[src/rtl/tone_gen_if.sv]
// rtl/tone_gen_if.sv - frequency request and audio output bundle for tone_gen
interface tone_gen_if;
  logic [19:0] freq;
  logic        freq_valid;
  logic        load;
  logic        ready;
  logic        tone_out;
  logic        active;

  modport master (
    output freq, freq_valid, load,
    input  ready, tone_out, active
  );

  modport slave (
    input  freq, freq_valid, load,
    output ready, tone_out, active
  );
endinterface

[src/rtl/tone_gen.sv]
// rtl/tone_gen.sv - square-wave tone generator, half-period from a multi-cycle restoring divider
// Optional TONE_GEN_GLITCHFREE_EN: a retuned half-period waits for the next toggle edge.
module tone_gen #(
  parameter int CLK_HZ = 50000000,
  parameter int DIV_W  = 32,
  parameter int CNT_W  = 24
) (
  input  logic      clk,
  input  logic      rst,
  tone_gen_if.slave bus
);
  localparam logic [1:0] S_SILENT = 2'd0;
  localparam logic [1:0] S_DIVIDE = 2'd1;
  localparam logic [1:0] S_RUN    = 2'd2;

  // Remainder must hold any divisor 2*freq (21 bits) as well as the dividend width.
  localparam int RW = (DIV_W > 21) ? DIV_W : 21;
  localparam int QW = (DIV_W > CNT_W) ? DIV_W : CNT_W;
  localparam int IW = $clog2(DIV_W + 1);
  localparam logic [CNT_W-1:0] HALF_MAX = '1;

  logic [1:0]       state;
  logic             from_run;
  logic [DIV_W-1:0] dvd;
  logic [RW-1:0]    rem;
  logic [RW-1:0]    dsr;
  logic [RW:0]      sub;
  logic             qbit;
  logic [IW-1:0]    iter;
  logic [QW-1:0]    quo;
  logic [CNT_W-1:0] half_new;
  logic [CNT_W-1:0] half;
  logic [CNT_W-1:0] cnt;
  logic             tone;
  logic             running;
  logic             wrap;
  logic             silence;
`ifdef TONE_GEN_GLITCHFREE_EN
  logic [CNT_W-1:0] pend;
  logic             pend_v;
`endif

  // rem < dsr always holds, so the sign bit of the trial subtraction is the borrow.
  always_comb begin
    sub  = {rem, dvd[DIV_W-1]} - {1'b0, dsr};
    qbit = ~sub[RW];
    quo  = QW'({dvd[DIV_W-2:0], qbit});
    if (quo == '0)
      half_new = CNT_W'(1);
    else if (quo > QW'(HALF_MAX))
      half_new = HALF_MAX;
    else
      half_new = quo[CNT_W-1:0];
  end

  assign running = (state == S_RUN) || ((state == S_DIVIDE) && from_run);
  assign wrap    = (cnt == half - CNT_W'(1));
  assign silence = !bus.freq_valid || (bus.freq == '0);

  assign bus.ready    = (state != S_DIVIDE);
  assign bus.active   = running;
  assign bus.tone_out = tone;

  always_ff @(posedge clk) begin
    if (rst) begin
      state    <= S_SILENT;
      from_run <= 1'b0;
      dvd      <= '0;
      rem      <= '0;
      dsr      <= '0;
      iter     <= '0;
      half     <= '0;
      cnt      <= '0;
      tone     <= 1'b0;
`ifdef TONE_GEN_GLITCHFREE_EN
      pend     <= '0;
      pend_v   <= 1'b0;
`endif
    end else begin
      if (running) begin
        if (wrap) begin
          cnt  <= '0;
          tone <= ~tone;
`ifdef TONE_GEN_GLITCHFREE_EN
          if (pend_v) begin
            half   <= pend;
            pend_v <= 1'b0;
          end
`endif
        end else begin
          cnt <= cnt + CNT_W'(1);
        end
      end

      case (state)
        S_SILENT, S_RUN: begin
          if (bus.load) begin
            if (silence) begin
              state    <= S_SILENT;
              from_run <= 1'b0;
              tone     <= 1'b0;
              cnt      <= '0;
`ifdef TONE_GEN_GLITCHFREE_EN
              pend_v   <= 1'b0;
`endif
            end else begin
              state    <= S_DIVIDE;
              from_run <= (state == S_RUN);
              dvd      <= DIV_W'(CLK_HZ);
              rem      <= '0;
              dsr      <= RW'({bus.freq, 1'b0});
              iter     <= '0;
            end
          end
        end
        S_DIVIDE: begin
          dvd  <= {dvd[DIV_W-2:0], qbit};
          rem  <= qbit ? sub[RW-1:0] : {rem[RW-2:0], dvd[DIV_W-1]};
          iter <= iter + IW'(1);
          if (iter == IW'(DIV_W - 1)) begin
            state    <= S_RUN;
            from_run <= 1'b0;
            if (!from_run) begin
              half <= half_new;
              cnt  <= '0;
              tone <= 1'b0;
            end else begin
`ifdef TONE_GEN_GLITCHFREE_EN
              pend   <= half_new;
              pend_v <= 1'b1;
`else
              // Output level is kept; only the count restarts with the new period.
              half <= half_new;
              cnt  <= '0;
`endif
            end
          end
        end
        default: state <= S_SILENT;
      endcase
    end
  end
endmodule

[src/flat_wrapper.sv]
// flat-port wrapper written by rule: the top's interface ports become plain ports
module tone_gen_flat 
#(
  parameter int CLK_HZ = 50000000,
  parameter int DIV_W  = 32,
  parameter int CNT_W  = 24
)
  (clk, rst, bus_freq, bus_freq_valid, bus_load, bus_ready, bus_tone_out, bus_active);
  tone_gen_if bus_i ();
  input  logic clk;
  input  logic rst;
  input wire logic [$bits(bus_i.freq)-1:0] bus_freq;
  input wire logic [$bits(bus_i.freq_valid)-1:0] bus_freq_valid;
  input wire logic [$bits(bus_i.load)-1:0] bus_load;
  output wire logic [$bits(bus_i.ready)-1:0] bus_ready;
  output wire logic [$bits(bus_i.tone_out)-1:0] bus_tone_out;
  output wire logic [$bits(bus_i.active)-1:0] bus_active;
  assign bus_i.freq = bus_freq;
  assign bus_i.freq_valid = bus_freq_valid;
  assign bus_i.load = bus_load;
  assign bus_ready = bus_i.ready;
  assign bus_tone_out = bus_i.tone_out;
  assign bus_active = bus_i.active;
  tone_gen #(.CLK_HZ(CLK_HZ), .DIV_W(DIV_W), .CNT_W(CNT_W)) u_core (.clk(clk), .rst(rst), .bus(bus_i));
endmodule
[config.mk]
export PLATFORM = sky130hd
export DESIGN_NAME = tone_gen_flat
export DESIGN_NICKNAME = d
export VERILOG_FILES = /design/src/rtl/tone_gen_if.sv /design/src/rtl/tone_gen.sv /design/src/flat_wrapper.sv
export SDC_FILE = /design/constraint.sdc
export NUM_CORES = 1
export LEC_CHECK = 0
export ABC_AREA = 1
export ABC_CLOCK_PERIOD_IN_PS = 2900
export CORE_AREA = 2 2 164 134
export CTS_BUF_LIST = sky130_fd_sc_hd__clkbuf_16
export DETAILED_ROUTE_END_ITERATION = 6
export DIE_AREA = 0 0 166 136
export GPL_TIMING_DRIVEN = 0
export PLACE_DENSITY = 0.73
export SLEW_MARGIN = 25
export SYNTH_ARGS = -nofsm -noshare
export SYNTH_HDL_FRONTEND = slang
export SYNTH_SLANG_ARGS = --single-unit
[constraint.sdc]
create_clock -name clk -period 2.9 [get_ports clk]
set_input_delay 0.58 -clock clk [delete_from_list [all_inputs] [get_ports clk]]
set_output_delay 0.58 -clock clk [all_outputs]
set_load 0.1 [all_outputs]
# Yosys cells after proc, flatten, opt, wreduce, memory -nomap -nowiden
# Index checks and enable logic that the tools add are counted.
dict set report word_totals {
  output_inout_bits 3
  wordCells 72
  register_bits 142
  input_bits 24
}
dict set report classes {
  magnitude_cmp 1
  n_eq_ne 8
  n_bitwise 3
  mux 33
  add_sub_neg 4
  n_reduce_logical 14
}
# op n
set op_table {}
lappend op_table {{two-way mux 24 bit} 7}
lappend op_table {{two-way mux 32 bit} 5}
lappend op_table {{case mux 32 bit (2 select lines)} 2}
lappend op_table {{case mux 24 bit (2 select lines)} 1}
lappend op_table {{subtractor 33 x 21 -> 33 bit} 1}
lappend op_table {{greater-than comparator 32 x 24 -> 1 bit, second input constant} 1}
lappend op_table {{logical NOT 32 bit} 1}
lappend op_table {{adder 24 x 1 -> 24 bit, second input constant} 1}
lappend op_table {{equality test 24 bit} 1}
lappend op_table {{subtractor 24 x 1 -> 24 bit, second input constant} 1}
lappend op_table {{logical NOT 20 bit} 1}
lappend op_table {{two-way mux 6 bit} 2}
lappend op_table {{case mux 6 bit (2 select lines)} 1}
lappend op_table {{two-way mux 1 bit} 10}
lappend op_table {{AND reduction 3 bit} 3}
lappend op_table {{adder 6 x 1 -> 6 bit, second input constant} 1}
lappend op_table {{equality test 6 x 5 -> 1 bit, second input constant} 1}
lappend op_table {{inequality test 2 bit, second input constant} 3}
lappend op_table {{two-way mux 2 bit} 2}
lappend op_table {{case mux 1 bit (2 select lines)} 2}
lappend op_table {{case mux 2 bit (2 select lines)} 1}
lappend op_table {{AND reduction 2 bit} 2}
lappend op_table {{inverter 1 bit} 3}
lappend op_table {{equality test 2 x 1 -> 1 bit, second input constant} 1}
lappend op_table {{other kinds (8)} 9}

# Depth between registers and ports, before layout
# Gate-level depths: netlist of the first run.
dict set report logic_depth {
  word_depth 7
  ltp_mapped 18
  ltp_nobuf 18
}

# Least setup slack after synthesis of the first run
# OpenSTA, ideal clock, no wires.
dict set report synth_timing {
  path_kind {reg-to-reg}
  start {reg u_core.rem[0]}
  end {reg u_core.rem[31]}
  n_path_buf 0
  stages_incl_launch_ff 19
  period_less_slack_ps 2041
  t_arrival_ps 1970
  setup_slack_ps 859
  path_cell_list {dfxtp_1 > inv_1 > ha_1 > fa_1 > inv_1 > nand3_1 > nand3_1 > nand2_1 > nand2_1 > nand2_1 > nand2_1 > nand2_1 > nand2_1 > nand2_1 > nand2_1 > nand2_1 > nand2_1 > nand2_1 > a21oi_1}
}
dict set report synth_between {
  elab_chain_cells 3
}
# item line
set synth_rtl {}
lappend synth_rtl {{start, declared} tone_gen.sv:25} ;# logic [RW-1:0] rem;
lappend synth_rtl {{start signal, assigned} tone_gen.sv:118} ;# rem <= qbit ? sub[RW-1:0] : {rem[RW-2:0], dvd[DIV_W-1]};
lappend synth_rtl {{subtractor 33 x 21 -> 33 bit} tone_gen.sv:45} ;# sub = {rem, dvd[DIV_W-1]} - {1'b0, dsr};
lappend synth_rtl {{two-way mux 32 bit} tone_gen.sv:118}
lappend synth_rtl {{case mux 32 bit (2 select lines)} tone_gen.sv:95} ;# case (state)
# Every way passes these cells.
# A chain may end at the register's enable or synchronous reset.

# Final worst setup path of the first run
dict set report layout_timing {
  start {in bus_freq[18]}
  end {reg u_core.cnt[20]}
}
dict set report layout_between {
  elab_chain_cells 5
}
# item line
set layout_rtl {}
lappend layout_rtl {{start, declared} flat_wrapper.sv:12} ;# input wire logic [$bits(bus_i.freq)-1:0] bus_freq;
lappend layout_rtl {{logical NOT 20 bit} tone_gen.sv:58} ;# assign silence = !bus.freq_valid || (bus.freq == '0);
lappend layout_rtl {{logical OR 1 bit} tone_gen.sv:58}
lappend layout_rtl {{two-way mux 24 bit} tone_gen.sv:98} ;# if (silence) begin
lappend layout_rtl {{two-way mux 24 bit} tone_gen.sv:97} ;# if (bus.load) begin
lappend layout_rtl {{case mux 24 bit (2 select lines)} tone_gen.sv:95}
lappend layout_rtl {{end signal, assigned} tone_gen.sv:91} ;# cnt <= cnt + CNT_W'(1);
lappend layout_rtl {{end, declared} tone_gen.sv:33} ;# logic [CNT_W-1:0] cnt;
# Every way passes these cells.

==> run_results.csv, run 1 <==
group,metric,value,unit
timing,whs,0.457,ns
placed_design,dp_cells,1816,
timing,relSlewSlack,0.345,
timing,drv_slew,0,
clock_network,clk_path_buf_depth,2,
floorplanning,die_w,166,um
cells_and_area,drive_gt1_frac,0.0629,
logic_synthesis,synth_mux_area_frac,0,
timing,worst-slew-pin-transition,0.979,ns
placed_design,io_buffers,25,
global_route,antenna_found_initial,0,
pwr,ir_drop,917,uV
cells_and_area,final_cells,1848,
pwr,swShare,0.520,
floorplanning,dieArea,0.0226,mm^2
critical_path,required,3.23,ns
critical_path,r2r_setup_slack,0.28,ns
logic_synthesis,synth_compound_area_frac,0.117,
drt,drtIter0Drc,1030,
logic_synthesis,synthXorXnorAreaFrac,0.0396,
clock_network,postCtsSetupBuffers,0,
placed_design,dpl_cell_area,0.00989,mm^2
pwr,p_leak,5.02,nW
timing,post-route-period-util,0.982,
floorplanning,coreArea,0.0211,mm^2
global_route,grt_use_total,0.249,
clock_network,cts_hold_buf,0,
timing,skew,0.0115,ns
clock_network,htree_levels,4,
drt,drc_errors,0,
flow_run,maxCapViolCount,0,
pwr,p_int,5.75,mW
critical_path,rr_worst_depth,15,
logic_synthesis,synth_nets,1564,
timing,final_hold_viol_count,0,
logic_synthesis,netlist_area,0.00930,mm^2
run_status,outcome,"completed",
timing,fmax,351,MHz
global_route,grt_pass1_vias,8717,
cells_and_area,n_antenna_cell,0,
critical_path,arrival,3.18,ns
cells_and_area,nets,1608,
global_route,grt_max_degree,18,
clock_network,cts_root_buffer,"clkbuf_16",
timing,finalSetupViolCount,0,
logic_synthesis,yosysUniqueCellTypes,44,
drt,viasPerCell,5.28,
critical_path,crit_path_end_kind,"flip-flop",
pwr,p_clk_frac,0.184,
placed_design,globalplace.congestion,0.944,
floorplanning,die-height,136,um
logic_synthesis,ys_seq_area_frac,0.306,
cells_and_area,layout_commonest_cell,"nand2_1",
placed_design,hpwl,21500,um
pwr,pwr-share-comb,0.619,
cells_and_area,mostFrequentLayoutCells,"nand2_1, inv_1, dfxtp_1, nor2_1, nand3_1",
drt,drt-total-wl,27700,um
clock_network,cts_tree,"yes",
global_route,grt_pass1_wl,44900,um
clock_network,clkLatencyLatePin,0.44,ns
cells_and_area,syn_to_final_growth,13.2,%
timing,rsz0062_at_grt,"no",
clock_network,cts_made_buffers,17,
logic_synthesis,avgSynthCellArea,6.13,um^2
drt,vias,9758,
timing,final.min_clock_period,2.85,ns
floorplanning,initial_core_util,0.441,
cells_and_area,post-route-util,0.499,
pwr,power.switching,6.23,mW
critical_path,startpoint_type,"input port",
clock_network,path_clk_slew,0.07,ns
critical_path,path_max_fanout,10,
min_path,holdPathStages,2,
critical_path,reg2reg_to,"u_core.rem[16]",
drt,firstDrtPassIters,6,
logic_synthesis,ys_ff_latch,142,
drt,wl_per_cell,15.0,um
floorplanning,io_pins,27,
min_path,hold_path_class,"reg -> reg",
min_path,whs_endpoint,"u_core.dvd[18]",
logic_synthesis,yosys.area_share.simple,0.390,
logic_synthesis,synth_adder_area_share,0.0331,
drt,ant_nets,0,
critical_path,rr_startpoint,"u_core.dsr[5]",
pwr,finalPower,12.0,mW
pwr,p_per_area,1140,mW/mm^2
logic_synthesis,synth_top_family_by_area,"simple AND/OR/NAND/NOR gates",
pwr,p_seq_frac,0.198,
clock_network,clock_sinks,142,
floorplanning,num_rows,48,
logic_synthesis,syn_inst,1516,
cells_and_area,design_area,0.0105,mm^2
global_route,grt-ovfl-total,0,
critical_path,crit_type,"in -> reg",
logic_synthesis,ys_warn_count,0,
min_path,hold_start,"u_core.dvd[17]",
-- per-stage QoR --
step / setup TNS, ns / worst slack, ns
6_report: 0 / 0.0522
5_1_grt: 0 / 0.00260
4_1_cts: 0 / 0.0224
3_5_place_dp: -84.04 / -0.926
3_3_place_gp: -82.31 / -0.900
2_1_floorplan: 0 / 0.859
-- cell families (layout without fill, tap and decap cells) --
group / Yosys count / in the layout
AO/OA/AOI/OAI: 201 / 201
XOR/XNOR: 42 / 42
adder cells (fa/ha/maj): 24 / 24
buffers and inverters: 274 / 331
flip-flops: 142 / 142
AND/OR/NAND/NOR: 833 / 833
-- sequential cells by signal, summed over array words and instances, names as in the netlist --
name                 flops
u_core.dvd              32
u_core.rem              32
u_core.cnt              24
u_core.half             24
u_core.dsr              20
u_core.iter              6
u_core.state             2
u_core.bus.tone_out      1
u_core.from_run          1
-- power groups by stage --
stage	logic (mW)	registers (mW)	clock network [mW]
3_3_place_gp	7.14	2.40	0
4_1_cts	7.28	2.36	2.22
2_1_floorplan	5.45	2.35	0
6_report	7.42	2.37	2.20
3_5_place_dp	7.23	2.40	0
5_1_grt	8.35	2.40	2.32
-- per-layer routing --
metal	track usage	routed length [um]
met5	0	0
met4	0.0686	519
met3	0.0445	2430
met2	0.359	10900
met1	0.378	13800
-- worst max-delay path, cell delays in order --
cell and delay, ns:
clkdlybuf4s50_1 0.45, or2_1 0.27, nor4_4 0.40, nand4_1 0.30
nand3_1 0.19, nand2_1 0.24, inv_1 0.33, nor2_2 0.17
nand2_2 0.16, nor2_1 0.06
-- how the worst max path moves through the flow --
stage                                from              to  slack (ns)  depth (start not counted)
after floorplan             u_core.rem[0]  u_core.rem[31]        0.86                         18
after global placement        bus_freq[4]   u_core.dsr[7]       -0.90                         11
after detailed placement      bus_freq[4]   u_core.dsr[7]       -0.93                         11
after CTS                 u_core.state[1]       bus_ready        0.02                          3
after global routing         bus_freq[19]  u_core.dvd[16]       0.003                         11
final                        bus_freq[18]  u_core.cnt[20]        0.05                         10
-- cell usage after synthesis, drive strengths merged --
cell | number | area [um^2]
a211oi | 5 | 37.5
a21boi | 2 | 15.0
a21o | 1 | 7.51
a21oi | 103 | 515
a22oi | 2 | 15.0
a31oi | 19 | 119
a32oi | 2 | 17.5
and2 | 1 | 6.26
buf | 16 | 95.1
clkbuf | 31 | 116
clkinv | 5 | 18.8
dfxtp | 142 | 2840
fa | 1 | 20.0
ha | 23 | 288
inv | 222 | 833
nand2 | 477 | 1810
nand3 | 126 | 636
nand3b | 11 | 82.6
nand4 | 46 | 315
nor2 | 139 | 569
nor3 | 20 | 123
nor4 | 9 | 62.6
o211ai | 1 | 7.51
o21ai | 57 | 285
o21bai | 9 | 67.6
or2 | 4 | 25.0
xnor2 | 25 | 219
xor2 | 17 | 149
-- area by class of cell --
class                      count  area [um^2]
fill                        2181        10600
multi-input combinational   1100         5410
sequential                   142         2840
inverter                     227          852
clock buffer                  17          425
tap                          275          344
timing repair buffer          25          254
buffer                        47          216
clock inverter                15          173
-- what timing repair did --
action | in CTS | in global routing
gates resized for setup | 8 | 5
pin swaps | 0 | 1
endpoints found under the setup margin | 112 | 35
(Power assumes the default switching activity.)
==> run 2: changes to the inputs <==
PLACE_DENSITY = 0.59   (was 0.73)
SETUP_SLACK_MARGIN = 0.2   (was default)
==> run 2 against run 1 <==
  * Cell area up 0.83%
  * Sequential power about the same
  * Highest routed layer unchanged
  * Via count down 1.7%
  * Clock-buffer cell count unchanged
  * Worst hold slack better by 0.0070 ns
  * Wire length up 5.1%
  * Utilization up 0.42 points
  * First-iteration DRC count down 14%
  * Largest power group unchanged
  * Clock power about the same
==> run_results.csv, run 2 (synthesized netlist as in run 1, its figures left out) <==
group,metric,value,unit
cells_and_area,mostFrequentLayoutCells,"nand2_1, inv_1, dfxtp_1, nor2_1, nand3_1",
global_route,grt_pass1_wl,46400,um
clock_network,cts_tree,"yes",
drt,viasPerCell,5.18,
global_route,grt-ovfl-total,0,
floorplanning,die-height,136,um
clock_network,cts_hold_buf,0,
cells_and_area,top_regs,"u_core.dvd x32, u_core.rem x32",
min_path,whs_endpoint,"u_core.dvd[18]",
floorplanning,die_w,166,um
timing,final_hold_viol_count,0,
global_route,grt_use_total,0.261,
placed_design,hpwl,23000,um
drt,wl_per_cell,15.7,um
clock_network,cts_root_buffer,"clkbuf_16",
placed_design,dp_cells,1816,
drt,drc_errors,0,
timing,fmax,385,MHz
timing,fin_tns_setup,0,ns
critical_path,worst_path_largest_cell_delay,0.47,ns
timing,relSlewSlack,0.356,
critical_path,required,3.21,ns
cells_and_area,layout_commonest_cell,"nand2_1",
pwr,ir_drop,910,uV
timing,rsz0062_at_grt,"yes",
global_route,met2_usage,0.357,
critical_path,reg2reg_to,"u_core.cnt[19]",
drt,drtIter0Drc,888,
cells_and_area,nets,1612,
global_route,antenna_found_initial,0,
critical_path,rr_startpoint,"u_core.half[0]",
cells_and_area,design_area,0.0106,mm^2
global_route,grt_pass1_vias,8405,
clock_network,cts_made_buffers,17,
critical_path,cp_cell_sequence,"clkdlybuf4s50_1 > nor2_2 > nand2_1 > nor4_4 > nand4_1 > buf_4 > nand3_1 > nand2_1 > inv_2 > nor2_2 > nand2_2 > nor2_1",
cells_and_area,n_antenna_cell,0,
run_status,outcome,"completed",
drt,drt-total-wl,29100,um
clock_network,clkLatencyLatePin,0.43,ns
critical_path,r2r_setup_slack,0.36,ns
timing,whs,0.464,ns
clock_network,path_clk_slew,0.07,ns
cells_and_area,nFillCells,2212,
critical_path,crit_type,"in -> reg",
drt,firstDrtPassIters,5,
min_path,holdPathStages,2,
placed_design,dpl_cell_area,0.00989,mm^2
clock_network,htree_levels,4,
min_path,hold_start,"u_core.dvd[18]",
drt,vias,9594,
timing,finalSetupViolCount,0,
timing,drv_slew,0,
clock_network,clk_path_buf_depth,2,
floorplanning,initial_core_util,0.441,
global_route,grtUsageMet3,0.0445,
cells_and_area,drive_gt1_frac,0.0748,
floorplanning,coreArea,0.0211,mm^2
placed_design,io_buffers,25,
global_route,grt_max_degree,18,
critical_path,critPathTopFamily,"simple AND/OR/NAND/NOR gates",
clock_network,clock_sinks,142,
critical_path,cp_slowest_cell,"clkdlybuf4s50_1",
critical_path,startpoint_type,"input port",
timing,skew,0.0192,ns
pwr,p_leak,5.05,nW
pwr,p_per_area,1160,mW/mm^2
floorplanning,io_pins,27,
min_path,hold_path_class,"reg -> reg",
cells_and_area,final_cells,1852,
cells_and_area,syn_to_final_growth,14.1,%
critical_path,path_buf_inv,3,
timing,worst-slew-pin-transition,0.963,ns
critical_path,path_max_fanout,10,
critical_path,arrival,2.91,ns
floorplanning,num_rows,48,
critical_path,crit_path_end_kind,"flip-flop",
drt,ant_nets,0,
floorplanning,dieArea,0.0226,mm^2
critical_path,rr_worst_depth,15,
placed_design,globalplace.congestion,0.972,
global_route,busiest_layer,"met1",
global_route,grt_util_met1,0.422,
timing,post-route-period-util,0.895,
timing,final.min_clock_period,2.60,ns
flow_run,maxCapViolCount,0,
[run 2: cell count changes in the layout (fill, tap and decap cells not counted), moves of 3 or more]
cell,change
buf_4,+7
clkbuf_1,-3
clkinvlp_4,+3
nand2_2,+4
nand2_1,-4
buf_2,-7
clkbuf_4,+5
[run 2: tightest hold or removal path, cell delays in order, from the launching register on]
cell and delay (ns):
dfxtp_1 0.31, nand2_1 0.06, a21oi_1 0.05
[run 2: worst max-delay path by stage]
stage | startpoint | endpoint | slack [ns] | cells after the start
finish | bus_freq[5] | u_core.cnt[14] | 0.30 | 12
floorplan | u_core.rem[0] | u_core.rem[31] | 0.86 | 18
detailed placement | bus_freq[4] | u_core.dvd[14] | -0.98 | 12
global placement | bus_freq[4] | u_core.dvd[17] | -0.98 | 12
CTS | bus_freq[4] | u_core.rem[12] | 0.20 | 12
global route | u_core.dsr[2] | u_core.rem[13] | 0.16 | 16
[run 2: routing by layer]
layer,up-vias,share of wire
met5,-,0
met4,0,0.0070
met3,13,0.063
met2,252,0.38
met1,4375,0.55
li1,4954,-
[run 2: layout make-up]
class,instances,area (um^2),share of cell area
Buffer,47,253,0.0238
Clock buffer,17,425,0.0401
Clock inverter,15,163,0.0153
Inverter,227,852,0.0803
Multi-Input combinational cell,1100,5450,0.513
Sequential cell,142,2840,0.268
Tap cell,275,344,0.0324
Timing Repair Buffer,29,282,0.0265
[run 2: repair_timing]
item                                    4_1_cts  5_1_grt
endpoints found under the setup margin      118      114
buffers inserted                              2        2
pin swaps                                     2        1
gates resized for setup                      11       43
hold endpoints to repair                      0        0
[run 2: stage by stage]
step                total power, mW  setup WS, ns   util
floorplan                      7.80         0.859      -
global placement               9.67        -0.981  0.469
detailed placement             9.69        -0.981  0.469
CTS                            11.9         0.203  0.499
global route                   13.4         0.165  0.503
finish                         12.3         0.303  0.503
[run 2: power breakdown]
| group | total (mW) | switching, mW | internal [mW] |
|---|---|---|---|
| clock network | 2.19 | 1.04 | 1.16 |
| logic | 7.69 | 5.08 | 2.61 |
| registers | 2.38 | 0.206 | 2.17 |
